===== config.mk =====
export PLATFORM = sky130hd
export DESIGN_NAME = sr_mem_port
export DESIGN_NICKNAME = d
export VERILOG_FILES = /design/src/rtl/sr_mem_pkg.sv /design/src/rtl/sr_step_calc.sv /design/src/rtl/sr_mem_port.sv
export SDC_FILE = /design/constraint.sdc
export NUM_CORES = 1
export LEC_CHECK = 0
export ABC_CLOCK_PERIOD_IN_PS = 3900
export CAP_MARGIN = 20
export CORE_MARGIN = 4
export CORE_UTILIZATION = 46
export DETAILED_ROUTE_END_ITERATION = 8
export GPL_ROUTABILITY_DRIVEN = 0
export PLACE_DENSITY = 0.85
export SYNTH_ARGS = -nofsm -noshare
export SYNTH_HDL_FRONTEND = slang
export SYNTH_HIERARCHICAL = 1
export SYNTH_SLANG_ARGS = --single-unit
export TNS_END_PERCENT = 10

===== constraint.sdc =====
create_clock -name clk_i -period 3.9 [get_ports clk_i]
set_input_delay 0.975 -clock clk_i [delete_from_list [all_inputs] [get_ports clk_i]]
set_output_delay 0.975 -clock clk_i [all_outputs]
set_load 0.005 [all_outputs]

===== src/rtl/sr_mem_pkg.sv =====
// Shared types and helpers for the shift-register ring memory request port.
package sr_mem_pkg;

  typedef enum logic [1:0] {
    ST_IDLE   = 2'd0,
    ST_LAUNCH = 2'd1,
    ST_WAIT   = 2'd2,
    ST_RESP   = 2'd3
  } state_e;

  // Forward distance around a ring of n locations from 'from' to 'to'.
  function automatic int ring_dist(input int to, input int from, input int n);
    int d;
    d = to - from;
    if (d < 0) d = d + n;
    return d;
  endfunction

  // Width of the WAIT watchdog counter.
  function automatic int wdog_width(input int num_locs, input int data_width);
    return $clog2(2 * num_locs * data_width) + 1;
  endfunction

endpackage


===== src/rtl/sr_step_calc.sv =====
// Relative step count from the buffered ring location to an absolute target,
// plus an out-of-range flag for targets beyond the ring.
module sr_step_calc
  import sr_mem_pkg::*;
#(
  parameter int ADDRESS_WIDTH = 4,
  parameter int NUM_LOCS      = 16
) (
  input  logic [ADDRESS_WIDTH-1:0] req_addr_i,
  input  logic [ADDRESS_WIDTH-1:0] cur_addr_i,
  output logic [ADDRESS_WIDTH-1:0] steps_o,
  output logic                     oor_o
);

  assign steps_o = ADDRESS_WIDTH'(ring_dist(int'(req_addr_i), int'(cur_addr_i), NUM_LOCS));
  assign oor_o   = int'(req_addr_i) >= NUM_LOCS;

endmodule


===== src/rtl/sr_mem_port.sv =====
// Absolute-address request port for the shift-register ring memory controller.
// Optional WAIT watchdog enabled by defining SR_MEM_PORT_TIMEOUT_EN.
module sr_mem_port
  import sr_mem_pkg::*;
#(
  parameter int ADDRESS_WIDTH = 4,
  parameter int DATA_WIDTH    = 8,
  parameter int NUM_LOCS      = 16
) (
  input  logic                     clk_i,
  input  logic                     rst_n_i,
  input  logic                     req_valid_i,
  output logic                     req_ready_o,
  input  logic                     req_write_i,
  input  logic [ADDRESS_WIDTH-1:0] req_addr_i,
  input  logic [DATA_WIDTH-1:0]    req_wdata_i,
  output logic                     rsp_valid_o,
  output logic [DATA_WIDTH-1:0]    rsp_rdata_o,
  output logic                     rsp_err_o,
  output logic                     sr_start_o,
  output logic                     sr_write_o,
  output logic [ADDRESS_WIDTH-1:0] sr_steps_o,
  output logic [DATA_WIDTH-1:0]    sr_value_o,
  input  logic                     sr_last_i,
  input  logic [DATA_WIDTH-1:0]    sr_buffer_i,
  output logic [ADDRESS_WIDTH-1:0] cur_addr_o
);

  state_e                   state_q, state_d;
  logic                     write_q, err_q;
  logic [ADDRESS_WIDTH-1:0] addr_q, steps_q, cur_q;
  logic [DATA_WIDTH-1:0]    wdata_q;
  logic [ADDRESS_WIDTH-1:0] steps_c;
  logic                     oor_c, accept, timeout, busy;

  sr_step_calc #(
    .ADDRESS_WIDTH(ADDRESS_WIDTH),
    .NUM_LOCS     (NUM_LOCS)
  ) u_step (
    .req_addr_i(req_addr_i),
    .cur_addr_i(cur_q),
    .steps_o   (steps_c),
    .oor_o     (oor_c)
  );

  assign accept = (state_q == ST_IDLE) && req_valid_i;

`ifdef SR_MEM_PORT_TIMEOUT_EN
  localparam int WdogW   = wdog_width(NUM_LOCS, DATA_WIDTH);
  localparam int WdogLim = 2 * NUM_LOCS * DATA_WIDTH;
  logic [WdogW-1:0] wdog_q;

  always_ff @(posedge clk_i or negedge rst_n_i) begin
    if (!rst_n_i)                wdog_q <= '0;
    else if (state_q == ST_WAIT) wdog_q <= wdog_q + WdogW'(1);
    else                         wdog_q <= '0;
  end

  assign timeout = (state_q == ST_WAIT) && (wdog_q == WdogW'(WdogLim - 1));
`else
  assign timeout = 1'b0;
`endif

  // Out-of-range targets skip the controller and answer straight away.
  always_comb begin
    state_d = state_q;
    case (state_q)
      ST_IDLE:   if (req_valid_i) state_d = oor_c ? ST_RESP : ST_LAUNCH;
      ST_LAUNCH: state_d = ST_WAIT;
      ST_WAIT:   if (sr_last_i || timeout) state_d = ST_RESP;
      ST_RESP:   state_d = ST_IDLE;
      default:   state_d = ST_IDLE;
    endcase
  end

  always_ff @(posedge clk_i or negedge rst_n_i) begin
    if (!rst_n_i) begin
      state_q <= ST_IDLE;
      write_q <= 1'b0;
      err_q   <= 1'b0;
      addr_q  <= '0;
      steps_q <= '0;
      wdata_q <= '0;
      cur_q   <= '0;
    end else begin
      state_q <= state_d;
      if (accept) begin
        addr_q  <= req_addr_i;
        write_q <= req_write_i & ~oor_c;
        wdata_q <= oor_c ? '0 : req_wdata_i;
        steps_q <= oor_c ? '0 : steps_c;
        err_q   <= oor_c;
      end else if (timeout && !sr_last_i) begin
        err_q   <= 1'b1;
      end
      // A failed access leaves the ring where it was.
      if (state_q == ST_RESP && !err_q) cur_q <= addr_q;
    end
  end

  assign busy        = (state_q != ST_IDLE);
  assign req_ready_o = (state_q == ST_IDLE);
  assign sr_start_o  = (state_q == ST_LAUNCH);
  assign sr_write_o  = busy & write_q;
  assign sr_steps_o  = busy ? steps_q : '0;
  assign sr_value_o  = busy ? wdata_q : '0;
  assign rsp_valid_o = (state_q == ST_RESP);
  assign rsp_err_o   = rsp_valid_o & err_q;
  assign rsp_rdata_o = (rsp_valid_o && !err_q) ? sr_buffer_i : '0;
  assign cur_addr_o  = cur_q;

endmodule


==> results of run 1 <==
==> report_power, final <==
| group | internal, uW | total [uW] | leakage [uW] | switching [uW] |
|---|---|---|---|---|
| registers | 365 | 440 | 0.000301 | 75.2 |
| logic | 418 | 694 | 0.000558 | 276 |
| clock network | 56.9 | 126 | 0.0000210 | 69.6 |
==> flip-flops by register name, indices dropped and copies added (netlist names) <==
signal / flops
addr_q: 4
cur_addr_o: 4
steps_q: 4
wdata_q: 8
write_q: 1
state_q: 2
err_q: 1
==> stage by stage <==
step                hold slack (ns)  setup slack (ns)  total power, uW
floorplan                     0.442              1.76              807
global placement              0.455             0.880             1100
detailed placement            0.464             0.878             1140
CTS                           0.503             0.755             1270
global route                  0.523             0.627             1370
finish                        0.497             0.776             1260
==> layout by cell type, fill, tap and decap left out <==
| master | n |
|---|---|
| a211oi_1 | 1 |
| a21oi_1 | 2 |
| and2_1 | 10 |
| and2b_1 | 5 |
| buf_8 | 1 |
| clkbuf_4 | 3 |
| clkbuf_8 | 1 |
| clkdlybuf4s50_1 | 53 |
| conb_1 | 1 |
| dfrtp_1 | 24 |
| fa_1 | 1 |
| ha_1 | 8 |
| inv_1 | 8 |
| mux2_2 | 5 |
| mux2_4 | 4 |
| nand2_1 | 14 |
| nand2_2 | 1 |
| nand2b_1 | 14 |
| nor2b_1 | 11 |
| nor3_1 | 1 |
| o21ai_0 | 13 |
| o21ai_1 | 1 |
| o22a_1 | 1 |
| o22ai_1 | 1 |
| xnor2_1 | 1 |
| xor2_1 | 2 |
==> critical path: cells and delay by family (launching register included) <==
| family | cells | cell delay (ns) |
|---|---|---|
| buffers and inverters | 2 | 0.55 |
| flip-flops | 1 | 0.45 |
| AND/OR/NAND/NOR | 1 | 0.28 |
| adder cells (fa/ha/maj) | 1 | 0.57 |
==> final cells by class <==
| type | count | area [um^2] |
|---|---|---|
| fillers | 230 | 841 |
| multi-input cells | 97 | 689 |
| well taps | 31 | 38.8 |
| clock buffers | 4 | 36.3 |
| repair buffers | 54 | 546 |
| inverters | 8 | 30.0 |
| flip-flops and latches | 24 | 601 |
==> cell usage after synthesis <==
| library cell | count |
|---|---|
| xnor2_1 | 1 |
| nor3_1 | 1 |
| and2b_1 | 5 |
| conb_1 | 1 |
| o22ai_1 | 1 |
| a21oi_1 | 2 |
| xor2_1 | 2 |
| nand2_1 | 14 |
| and2_1 | 10 |
| buf_6 | 1 |
| a211oi_1 | 1 |
| clkbuf_1 | 3 |
| o21ai_1 | 1 |
| o21ai_0 | 13 |
| fa_1 | 1 |
| inv_1 | 8 |
| ha_1 | 8 |
| nand2b_1 | 14 |
| dfrtp_1 | 24 |
| mux2_2 | 5 |
| nand2_2 | 1 |
| nor2b_1 | 11 |
| buf_4 | 1 |
| o22a_1 | 1 |
| buf_1 | 1 |
| mux2_4 | 4 |
==> kinds of logic (layout without fill, tap and decap cells) <==
kind of cell	Yosys count	in the layout	synth area share, %
xor+xnor	3	3	1.94
mux	9	9	8.60
flops	24	24	44.4
compound gates	19	19	7.58
other cells	1	1	0.277
simple gates	56	56	23.7
buf+inv	14	66	4.71
fa+ha+maj	9	9	8.87
==> worst max-delay path by stage <==
stage,start,endpoint,cells past startpoint
after floorplan,state_q[1],sr_steps_o[2],4
after global placement,sr_buffer_i[7],rsp_rdata_o[7],3
after detailed placement,sr_buffer_i[5],rsp_rdata_o[5],3
after CTS,state_q[1],sr_steps_o[3],4
after global routing,state_q[1],sr_steps_o[3],4
final,state_q[1],sr_steps_o[3],4
==> per-layer routing <==
layer	part of all wire (%)	routed length, um	track usage [%]	vias up
met1	38	1160	17.3	537
met3	6.2	188	3.06	6
li1	-	-	-	531
met4	1.7	50	4.77	0
met2	54	1620	28.0	42
met5	0	0	0	-
==> summary.log, run 1 <==
INFO  sta            fmax=320MHz
INFO  detailed_routing vias=1116
INFO  synthesis      synthCells=135
INFO  detailed_routing detail_route.iter0.violations=17
INFO  critical_path  timing.critical_path.slowest_cell_delay=0.57ns
INFO  sta            rsz0062_at_grt=no
INFO  clock_network  cts_setup_buffers=0
INFO  clock_network  cts_num_sinks=24
INFO  sta            setup-tns-final=0ns
INFO  critical_path  worstSetupPathType=reg2out
INFO  floorplanning  placement_rows=19
INFO  floorplanning  core=2780um^2
INFO  synthesis      synth_cell_type_count=26
INFO  synthesis      synth-warning-count=6
INFO  global_route   grt_use_total=15.2%
INFO  cells_and_area layout.cells.non_filler=218
INFO  synthesis      syn_avg_cell_area=10.0um^2
INFO  critical_path  crit-reg2reg-capture=addr_q[2]
INFO  min_path       worstHoldPathType=reg2reg
INFO  global_route   grt_antenna_before_repair=0
INFO  sta            setup_viol_count_final=0
INFO  placed_design  dpl.hpwl=2310um
INFO  placed_design  dp.cells=213
INFO  cells_and_area nNetsFinal=222
INFO  floorplanning  die_width=62.3um
INFO  job            max_cap_violations=0
INFO  cells_and_area antenna_cells=0
INFO  synthesis      syn_nets=169
INFO  sta            drv_slew=0
INFO  sta            final_hold_vio_count=0
INFO  clock_network  max-clock-path-buffers=2
INFO  global_route   grt_remaining_overflow=0
INFO  detailed_routing wirelength=3020um
INFO  critical_path  reg2regPathDepth=4
INFO  clock_network  cts-root-buf=clkbuf_4
INFO  clock_network  total_of_cells_resized_after_clock_tree_synthesis=0
INFO  clock_network  h-tree-depth=1
INFO  synthesis      synth.ff_latch_count=24
INFO  synthesis      yosysTopAreaCell=dfrtp_1
INFO  critical_path  maximum_net_fanout_on_the_critical_path=19
INFO  sta            max_slew.worst_pin.slew=0.629ns
INFO  synthesis      yosys-top-cells-area=dfrtp_1 (44%), ha_1 (7.4%), nand2b_1 (6.5%)
INFO  synthesis      yosysTopAreaCellShare=44.4%
INFO  sta            layout_worst_path_cycle_share=80.1%
INFO  sta            final_period_minus_worst_setup_slack=3.12ns
INFO  min_path       timing.hold.worst.start=wdata_q[4]
INFO  cells_and_area drive_above_1_share=8.02%
INFO  placed_design  portBuffers=53
INFO  critical_path  worst_path_cell_chain=inv_1 > ha_1 > and2b_1 > clkdlybuf4s50_1
INFO  power_and_ir_drop vdd_ir_drop_max=0.500mV
INFO  detailed_routing drt.antenna.violating_nets=0
INFO  detailed_routing avgRoutedWirePerCell=13.8um
INFO  global_route   grt_pass1_wl=4890um
INFO  sta            final.setup_skew=0.00663ns
INFO  placed_design  placement.cell_area=1890um^2
INFO  min_path       worstHoldEndpoint=wdata_q[4]
INFO  floorplanning  die_area=3880um^2
INFO  clock_network  clk-insertion-delay-late=0.30ns
INFO  critical_path  critPathCaptureType=output pin
INFO  clock_network  cts_hold_repair.buffers=0
INFO  sta            max-slew-margin-rel=58.1%
INFO  status         run_status=finished clean
INFO  critical_path  critical_path.startpoint_type=flop
INFO  synthesis      post_synth_instance_area=1350um^2
INFO  floorplanning  die_h=62.3um
INFO  synthesis      ys_seq_area_share=44.4%
INFO  detailed_routing residual_drc=0
INFO  min_path       min_path_cells=2
INFO  clock_network  cts_made_buffers=3
INFO  power_and_ir_drop pd_cells=650nW/um^2
INFO  cells_and_area syn_to_final_growth=43.3%
INFO  cells_and_area finish.utilization=69.8%
INFO  detailed_routing first_pass_iteration_count_of_the_detailed_router=4
INFO  clock_network  clock_tree_from_tritoncts=done
INFO  critical_path  worst_r2r_startpoint=state_q[1]
INFO  floorplanning  design.portCount=54
INFO  global_route   first_global_vias=1170
INFO  floorplanning  start_util=48.7%
INFO  detailed_routing vias_per_cell=5.12
INFO  critical_path  worst-endpoint-required=2.92ns
INFO  critical_path  r2r_setup_slack=1.72ns
INFO  critical_path  critPathSlowestCell=ha_1
INFO  critical_path  critPathArrivalTime=2.15ns
INFO  power_and_ir_drop standby_leakage_power=0.000879uW
INFO  global_route   pin_count_of_the_biggest_net_entering_global_routing=32
INFO  clock_network  worst_setup_hold_path_clk_slew=0.13ns
INFO  cells_and_area final_area=1940um^2
Note: power is estimated with default switching activity, not from simulation.
==> run 2, diff against run 1 <==
Settings changed: ABC_CLOCK_PERIOD_IN_PS 3900 to 3000, CORE_UTILIZATION 46 to 43, PLACE_DENSITY 0.85 to 0.81.
Clock period 3.9 ns to 3 ns, I/O delays scaled along.
==> run 2 against run 1 <==
Die area is 6.1% higher; via count decreased by 4.2%; flip-flop and latch count stayed put; largest cell class unchanged; largest power group unchanged; sequential power up 30%; clock power grew 7%; first-iteration DRC count decreased by 18%; non-clock buffer count increased by 1; clock skew is 0.0053 ns lower; final area grew 0.26%.
==> summary.log, run 2 (same netlist as run 1, synthesis figures left out) <==
INFO  status         run_status=finished clean [unchanged]
INFO  sta            rsz0062_at_grt=no [unchanged]
INFO  sta            drv_slew=0 [unchanged]
INFO  detailed_routing detail_route.iter0.violations=14 [was 17]
INFO  critical_path  worst-endpoint-required=2.25ns [was 2.92 ns]
INFO  sta            final_period_minus_worst_setup_slack=2.71ns
INFO  min_path       worstHoldPathType=reg2reg [unchanged]
INFO  sta            max-slew-margin-rel=63.0% [was 58.1%]
INFO  clock_network  h-tree-depth=1 [unchanged]
INFO  placed_design  portBuffers=53 [unchanged]
INFO  clock_network  clock_tree_from_tritoncts=done [unchanged]
INFO  global_route   grt_antenna_before_repair=0 [unchanged]
INFO  detailed_routing wirelength=2900um [was 3020 um]
INFO  global_route   top_usage_layer=met2 [unchanged]
INFO  power_and_ir_drop standby_leakage_power=0.000873uW [was 0.000879 uW]
INFO  clock_network  clk-insertion-delay-late=0.30ns [about the same]
INFO  sta            final.setup_skew=0.00134ns [was 0.00663 ns]
INFO  global_route   use_met1=17.9% [was 17.3%]
INFO  clock_network  cts-root-buf=clkbuf_4 [unchanged]
INFO  cells_and_area drive_above_1_share=8.56% [was 8.02%]
INFO  critical_path  critPathCaptureType=output pin [unchanged]
INFO  cells_and_area syn_to_final_growth=43.7% [was 43.3%]
INFO  placed_design  dpl.hpwl=2260um [was 2310 um]
INFO  placed_design  post-place-ws=0.412ns [was 0.878 ns]
INFO  global_route   first_global_vias=1187 [was 1170]
INFO  clock_network  cts_num_sinks=24 [unchanged]
INFO  detailed_routing drt.antenna.violating_nets=0 [unchanged]
INFO  global_route   grt_use_total=15.3% [was 15.2%]
INFO  cells_and_area final_cell_mix=clkdlybuf4s50_1 (53), dfrtp_1 (24), nand2b_1 (14), nand2_1 (14), o21ai_0 (13) [unchanged]
INFO  clock_network  cts_made_buffers=3 [unchanged]
INFO  cells_and_area antenna_cells=0 [unchanged]
INFO  sta            setup_viol_count_final=0 [unchanged]
INFO  power_and_ir_drop pd_cells=826nW/um^2 [was 650 nW/um^2]
INFO  sta            layout_setup_ws=0.287ns [was 0.776 ns]
INFO  critical_path  critical_path.startpoint_type=flop [unchanged]
INFO  floorplanning  die_h=64.1um [was 62.3 um]
INFO  critical_path  worstSetupPathType=reg2out [unchanged]
INFO  power_and_ir_drop vdd_ir_drop_max=0.488mV [was 0.500 mV]
INFO  clock_network  max-clock-path-buffers=2 [unchanged]
INFO  global_route   grt_remaining_overflow=0 [unchanged]
INFO  sta            final_hold_vio_count=0 [unchanged]
INFO  sta            layout_worst_path_cycle_share=90.4%
INFO  clock_network  cts_setup_buffers=0 [unchanged]
INFO  detailed_routing vias_per_cell=4.63 [was 5.12]
INFO  detailed_routing vias=1069 [was 1116]
INFO  cells_and_area n_fill_cell=272 [was 230]
INFO  global_route   grtUsageMet3=3.51% [was 3.06%]
INFO  cells_and_area flip_flop_count_of_the_largest_register_all_copies_and_words_added=8 [unchanged]
INFO  detailed_routing first_pass_iteration_count_of_the_detailed_router=4 [unchanged]
INFO  cells_and_area mostFrequentLayoutCell=clkdlybuf4s50_1 [unchanged]
INFO  floorplanning  core=3030um^2 [was 2780 um^2]
INFO  sta            setup-tns-final=0ns [unchanged]
INFO  floorplanning  design.portCount=54 [unchanged]
INFO  global_route   gr-usage-met2=27.1% [was 28.0%]
INFO  sta            fmax=369MHz
INFO  detailed_routing residual_drc=0 [unchanged]
INFO  floorplanning  die_width=64.1um [was 62.3 um]
INFO  global_route   pin_count_of_the_biggest_net_entering_global_routing=32 [unchanged]
INFO  detailed_routing avgRoutedWirePerCell=12.5um [was 13.8 um]
INFO  floorplanning  start_util=44.7% [was 48.7%]
INFO  critical_path  maximum_net_fanout_on_the_critical_path=18 [was 19]
INFO  sta            max_slew.worst_pin.slew=0.553ns [was 0.629 ns]
INFO  global_route   grt_pass1_wl=5130um [was 4890 um]
INFO  critical_path  critPathArrivalTime=1.96ns [was 2.15 ns]
INFO  floorplanning  placement_rows=20 [was 19]
INFO  cells_and_area registers.top_by_ff_count=wdata_q [unchanged]
INFO  cells_and_area nNetsFinal=223 [was 222]
INFO  job            max_cap_violations=0 [unchanged]
INFO  clock_network  worst_setup_hold_path_clk_slew=0.12ns [was 0.13 ns]
INFO  floorplanning  die_area=4110um^2 [was 3880 um^2]
==> run 2: power breakdown <==
part           leakage, uW  switching, uW  total (uW)  internal (uW)
combinational     0.000559            348         901            552
sequential        0.000301           96.7         571            475
clock            0.0000138           88.1         135           46.8
==> run 2: timing repair <==
item | CTS | global route
setup endpoints to repair | 0 | 5
hold buffers | 0 | 0
gates resized for setup | 0 | 1
==> run 2: cell type report <==
cell class                 count  area (um^2)  share of cell area [%]
multi-input combinational     97          692                    35.6
sequential                    24          601                    30.9
timing repair buffer          55          546                    28.0
tap                           44         55.1                    2.83
inverter                       8         30.0                    1.54
clock buffer                   3         22.5                    1.16
==> run 2: through the flow <==
step | power [uW] | hold slack, ns | utilization, % | cells | area, um^2
after global routing | 1760 | 0.520 | 64.3 | 231 | 1950
final | 1610 | 0.488 | 64.3 | 231 | 1950
after floorplan | 1050 | 0.442 | - | 135 | 1350
after global placement | 1440 | 0.459 | 63.4 | 228 | 1920
after CTS | 1620 | 0.493 | 64.2 | 231 | 1940
after detailed placement | 1480 | 0.464 | 63.4 | 228 | 1920
==> run 2: final timing paths <==
check	startpoint	to	slack [ns]	cells after the start
worst max-delay path	state_q[1]	sr_steps_o[3]	0.29	4
worst min-delay path	steps_q[0]	steps_q[0]	0.49	2
worst max register to register	state_q[1]	addr_q[2]	1.07	4
worst min register to register	steps_q[0]	steps_q[0]	0.49	2
max in group asynchronous	rst_n_i	addr_q[2]	1.99	2
min in group asynchronous	rst_n_i	addr_q[0]	0.78	2
==> run 2: worst max-delay path: stages (launching register included) <==
cell             delay, ns
dfrtp_1               0.46
inv_1                 0.13
ha_2                  0.40
and2b_1               0.23
clkdlybuf4s50_1       0.44
==> run 2: routing by layer <==
metal / vias to the layer above / wire, um
li1: 536 / -
met1: 484 / 1240
met2: 42 / 1370
met3: 7 / 223
met4: 0 / 61
met5: - / 0
==> RTL edit 1 (config.mk and constraints of run 2) <==
Add a define of `SR_MEM_PORT_TIMEOUT_EN`.
--- a/src/rtl/sr_mem_port.sv
+++ b/src/rtl/sr_mem_port.sv
@@ -1,5 +1,7 @@
 // Absolute-address request port for the shift-register ring memory controller.
 // Optional WAIT watchdog enabled by defining SR_MEM_PORT_TIMEOUT_EN.
+`define SR_MEM_PORT_TIMEOUT_EN
+
 module sr_mem_port
   import sr_mem_pkg::*;
 #(
Behaviour: no difference found for any inputs over 10 cycles, from zero or initial values and one cycle with rst_n_i low; that may be too few to reach the edited logic, so the function may still have changed.
==> RTL edit 1 against run 2 <==
Via count rose by 24%. Critical path depth fell by 1. Combinational power increased by 1%. Critical endpoint is now req_ready_o. Die area up 25%. Worst setup slack worse by 25 ps. Wire length rose by 17%. Sequential cell count up 9. Clock skew rose by 1.9 ps. Cell area up 25%. Synthesized area increased by 29%. Clock power grew to 3.1 times the old value. Total power increased by 27%. First-iteration DRC count is 57% higher. Sequential share of layout area is 3.2 points higher.
==> RTL edit 1: results (changes against run 2) <==
WL per Instance 12.21 µm (was 12.55 µm); CP startpoint state_q[0] (was state_q[1]); Clock Latency Late Sink 270 ps (was 300 ps); TritonRoute pass-1 iters 5 (was 4); Lkg Pwr 1.056 nW (was 0.8732 nW); relative slew slack 57.40% (was 62.98%); compound-cell area share of the yosys netlist 8.029% (was 7.579%); clock root cell clkbuf_8 (was clkbuf_4); crit path to req_ready_o (was sr_steps_o[3]); placed inst area 2307 µm² (was 1921 µm²); global-route wire length before repair 5.858 mm (was 5.126 mm); outcome finished clean (unchanged); H-tree depth 2 (was 1); CP max FO 19 (was 18); synth top area cells dfrtp_1, ha_1, nor2b_1 (was dfrtp_1, ha_1, nand2b_1); clk slew on worst S/H paths 60 ps (was 120 ps); R2R Path Start state_q[0] (was state_q[1]); Slowest-stage cell, CP clkdlybuf4s50_1 (was dfrtp_1); Seq/Total Area, Yosys 47.31% (was 44.36%); Iteration-0 DRC Markers 22 (was 14); top post-synthesis cells by count dfrtp_1, o21ai_0, nand2_1, nor2b_1, nand2b_1 (was dfrtp_1, nand2_1, nand2b_1); Layout fillers 339 (was 272); period utilisation layout 91.28% (was 90.44%); Synth Instances 175 (was 135); Crit path arrival time 1990 ps (was 1960 ps); Num CTS Buffers 5 (was 3); placed cells 270 (was 228); Tot GR Track Use 14.47% (was 15.26%); largest net degree at the start of global routing 34 (was 32); final WL 3.393 mm (was 2.898 mm); routed vias/inst 4.763 (was 4.628); peak supply drop 0.0005006 V (was 0.0004882 V)
RTL edit 1: changes by cell type after synthesis, sizes merged, moves of 2 or more:
cell / run 2 / this run
and2: 10 / 13
a21boi: 0 / 3
nand3: 0 / 5
o21ai: 14 / 20
nand2: 15 / 18
and2b: 5 / 0
xnor2: 1 / 3
nor2b: 11 / 17
dfrtp: 24 / 33
or3: 0 / 3
RTL edit 1: power by group through the flow:
stage	logic, W	registers [W]	clock network (W)
final	0.000911	0.000707	0.000418
after detailed placement	0.000924	0.000715	0
after global routing	0.00103	0.000732	0.000453
after CTS	0.000928	0.000707	0.000432
after global placement	0.000905	0.000708	0
after floorplan	0.000513	0.000696	0
RTL edit 1: area by class of cell:
class	instances	area (µm²)	share of cell area (%)
flip-flops and latches	33	825.8	34.04
well taps	48	60.06	2.475
clock buffers	7	86.33	3.559
clock inverters	1	30.03	1.238
repair buffers	55	545.5	22.49
multi-input cells	126	848.3	34.97
inverters	8	30.03	1.238
RTL edit 1: how the worst min path moves through the flow:
stage | from | slack [ps] | to | depth (start not counted)
2_1_floorplan | steps_q[0] | 440 | steps_q[0] | 2
3_3_place_gp | wdata_q[4] | 450 | wdata_q[4] | 2
3_5_place_dp | wdata_q[4] | 460 | wdata_q[4] | 2
4_1_cts | wdata_q[4] | 480 | wdata_q[4] | 2
5_1_grt | steps_q[3] | 500 | steps_q[3] | 2
6_report | wdata_q[4] | 470 | wdata_q[4] | 2
RTL edit 1: per-layer routing:
metal  vias up  track usage, %  wire length [µm]  part of all wire [%]
met5         -               0                 0                     0
met4         0           5.010                27                  0.80
met3         2           5.049               272                   8.0
met2        43           25.71              1624                    48
met1       609           15.93              1468                    43
li1        670               -                 -                     -
==> RTL edit 2 (config.mk and constraints of run 2) <==
Made on the original files. Register the output `rsp_err_o`; this adds one clock of latency there. The other outputs are not delayed to match.
--- a/src/rtl/sr_mem_port.sv
+++ b/src/rtl/sr_mem_port.sv
@@ -105,7 +105,9 @@
   assign sr_steps_o  = busy ? steps_q : '0;
   assign sr_value_o  = busy ? wdata_q : '0;
   assign rsp_valid_o = (state_q == ST_RESP);
-  assign rsp_err_o   = rsp_valid_o & err_q;
+  always_ff @(posedge clk_i) begin
+    rsp_err_o <= rsp_valid_o & err_q;
+  end
   assign rsp_rdata_o = (rsp_valid_o && !err_q) ? sr_buffer_i : '0;
   assign cur_addr_o  = cur_q;
 
Function: no difference found for any inputs over 10 cycles, from zero or initial values and one cycle with rst_n_i low; that may be too few to reach the edited logic, so the function may still have changed.
==> RTL edit 2 against run 2 <==
Utilization increased by 0.17 points. Total power increased by 2.7%. Cell count increased by 0.87%. Synthesized area increased by 1.5%. Sequential cell count increased by 1. Worst setup slack got worse by 82 ps. Cell area increased by 1.1%. Clock skew increased by 2.7 ps. Wire length increased by 5.2%. Via count increased by 2.5%.
==> RTL edit 2: results (changes against run 2) <==
outcome finished clean (unchanged); synth top area cells dfrtp_1, ha_1, nand2b_1 (unchanged); TritonRoute pass-1 iters 4 (unchanged); CP startpoint state_q[0] (was state_q[1]); final hold viol count 0 (unchanged); routed vias/inst 4.704 (was 4.628); Seq/Total Area, Yosys 45.17% (was 44.36%); CP max FO 12 (was 18); Iteration-0 DRC Markers 23 (was 14); clock root cell clkbuf_4 (unchanged); mux cell area share after synthesis 8.470% (was 8.595%); Slew @ Worst Pin 556.6 ps (was 553.3 ps); clk slew on worst S/H paths 130 ps; crit path to sr_value_o[5] (was sr_steps_o[3]); adder-cell area share of the yosys netlist 8.743% (was 8.872%); Lkg Pwr 0.8842 nW (was 0.8732 nW); nets 224 (was 223); largest net degree at the start of global routing 32 (unchanged); Num CTS Buffers 3 (unchanged); I/O Buffers 53 (unchanged); Clock Latency Late Sink 310 ps; Worst Hold Slack 485.7 ps (was 487.8 ps); initial antenna violation count 0 (unchanged); DP HPWL 2.406 mm (was 2.257 mm); H-tree depth 1 (unchanged); Tot GR Track Use 15.36% (was 15.26%); Layout fillers 286 (was 272); share of cells above drive strength 1 7.937% (was 8.556%); share of synthesized registers carrying an async set or reset 96.00% (was 100.0%); peak supply drop 0.0004343 V (was 0.0004882 V); FF-to-FF path depth 5 (was 4); routed vias 1,096 (was 1,069); global-route wire length before repair 5.106 mm (was 5.126 mm); Synth Instances 136 (was 135); placed inst area 1941 µm² (was 1921 µm²); Worst Hold Class flip-flop to flip-flop (unchanged); Crit path arrival time 2050 ps (was 1960 ps); max reg flops 8 (unchanged); DP Worst Slack 423.6 ps (was 411.8 ps); CTS max path bufs 2 (unchanged); compound-cell area share of the yosys netlist 7.468% (was 7.579%); xor/xnor cell area share of the yosys netlist 1.913% (was 1.941%); R2R setup slack 980 ps (was 1070 ps); clock skew 4.036 ps (was 1.340 ps); R2R Path End addr_q[0] (was addr_q[2]); synth warn 6 (unchanged); top post-synthesis cells by count dfrtp_1, nand2_1, nand2b_1 (unchanged); minimum clock period 2795 ps (was 2713 ps); syn nets 170 (was 169); Unique masters post-synth 27 (was 26); R2R Path Start state_q[0] (was state_q[1]); WL per Instance 13.09 µm (was 12.55 µm); register with the highest flop count wdata_q (unchanged)
-- RTL edit 2: power breakdown --
group / leakage, nW / internal (W) / switching [W]
combinational: 0.560 / 0.000552 / 0.000362
sequential: 0.309 / 0.000493 / 0.0000979
clock: 0.0150 / 0.0000518 / 0.0000935
total: 0.884 / 0.00110 / 0.000554
-- RTL edit 2: how the worst min path moves through the flow --
stage,startpoint,endpoint,cells past startpoint
2_1_floorplan,steps_q[2],steps_q[2],2
3_3_place_gp,steps_q[2],steps_q[2],2
3_5_place_dp,wdata_q[3],wdata_q[3],2
4_1_cts,steps_q[0],steps_q[0],2
5_1_grt,wdata_q[3],wdata_q[3],2
6_report,steps_q[0],steps_q[0],2
-- RTL edit 2: per-layer routing --
| layer | up-vias | track usage, % | routed length (µm) |
|---|---|---|---|
| li1 | 537 | - | - |
| met1 | 515 | 19.21 | 1275 |
| met2 | 40 | 26.68 | 1524 |
| met3 | 4 | 3.986 | 213 |
| met4 | 0 | 3.166 | 37 |
| met5 | - | 0 | 0 |
-- RTL edit 2: area by class of cell --
cell class,count,area [µm²],share of cell area [%]
Clock buffer,4,26.28,1.336
Inverter,8,30.03,1.527
Multi-Input combinational cell,97,689.4,35.05
Sequential cell,25,620.6,31.55
Tap cell,44,55.05,2.799
Timing Repair Buffer,55,545.5,27.74
-- RTL edit 2: cell families after synthesis --
kind of cell / count (synthesis)
xor gates and xnor gates: 3
AOI/OAI and AO/OA: 19
muxes: 9
adders and majority gates: 9
buffers and inverters: 14
and+or+nand+nor: 56
DFF: 25
other: 1
-- RTL edit 2: critical path, cell delays in order (launching register included) --
cell             delay, ps
dfrtp_1                460
inv_1                  100
ha_1                   310
buf_4                  220
nor2b_1                140
clkdlybuf4s50_1        510
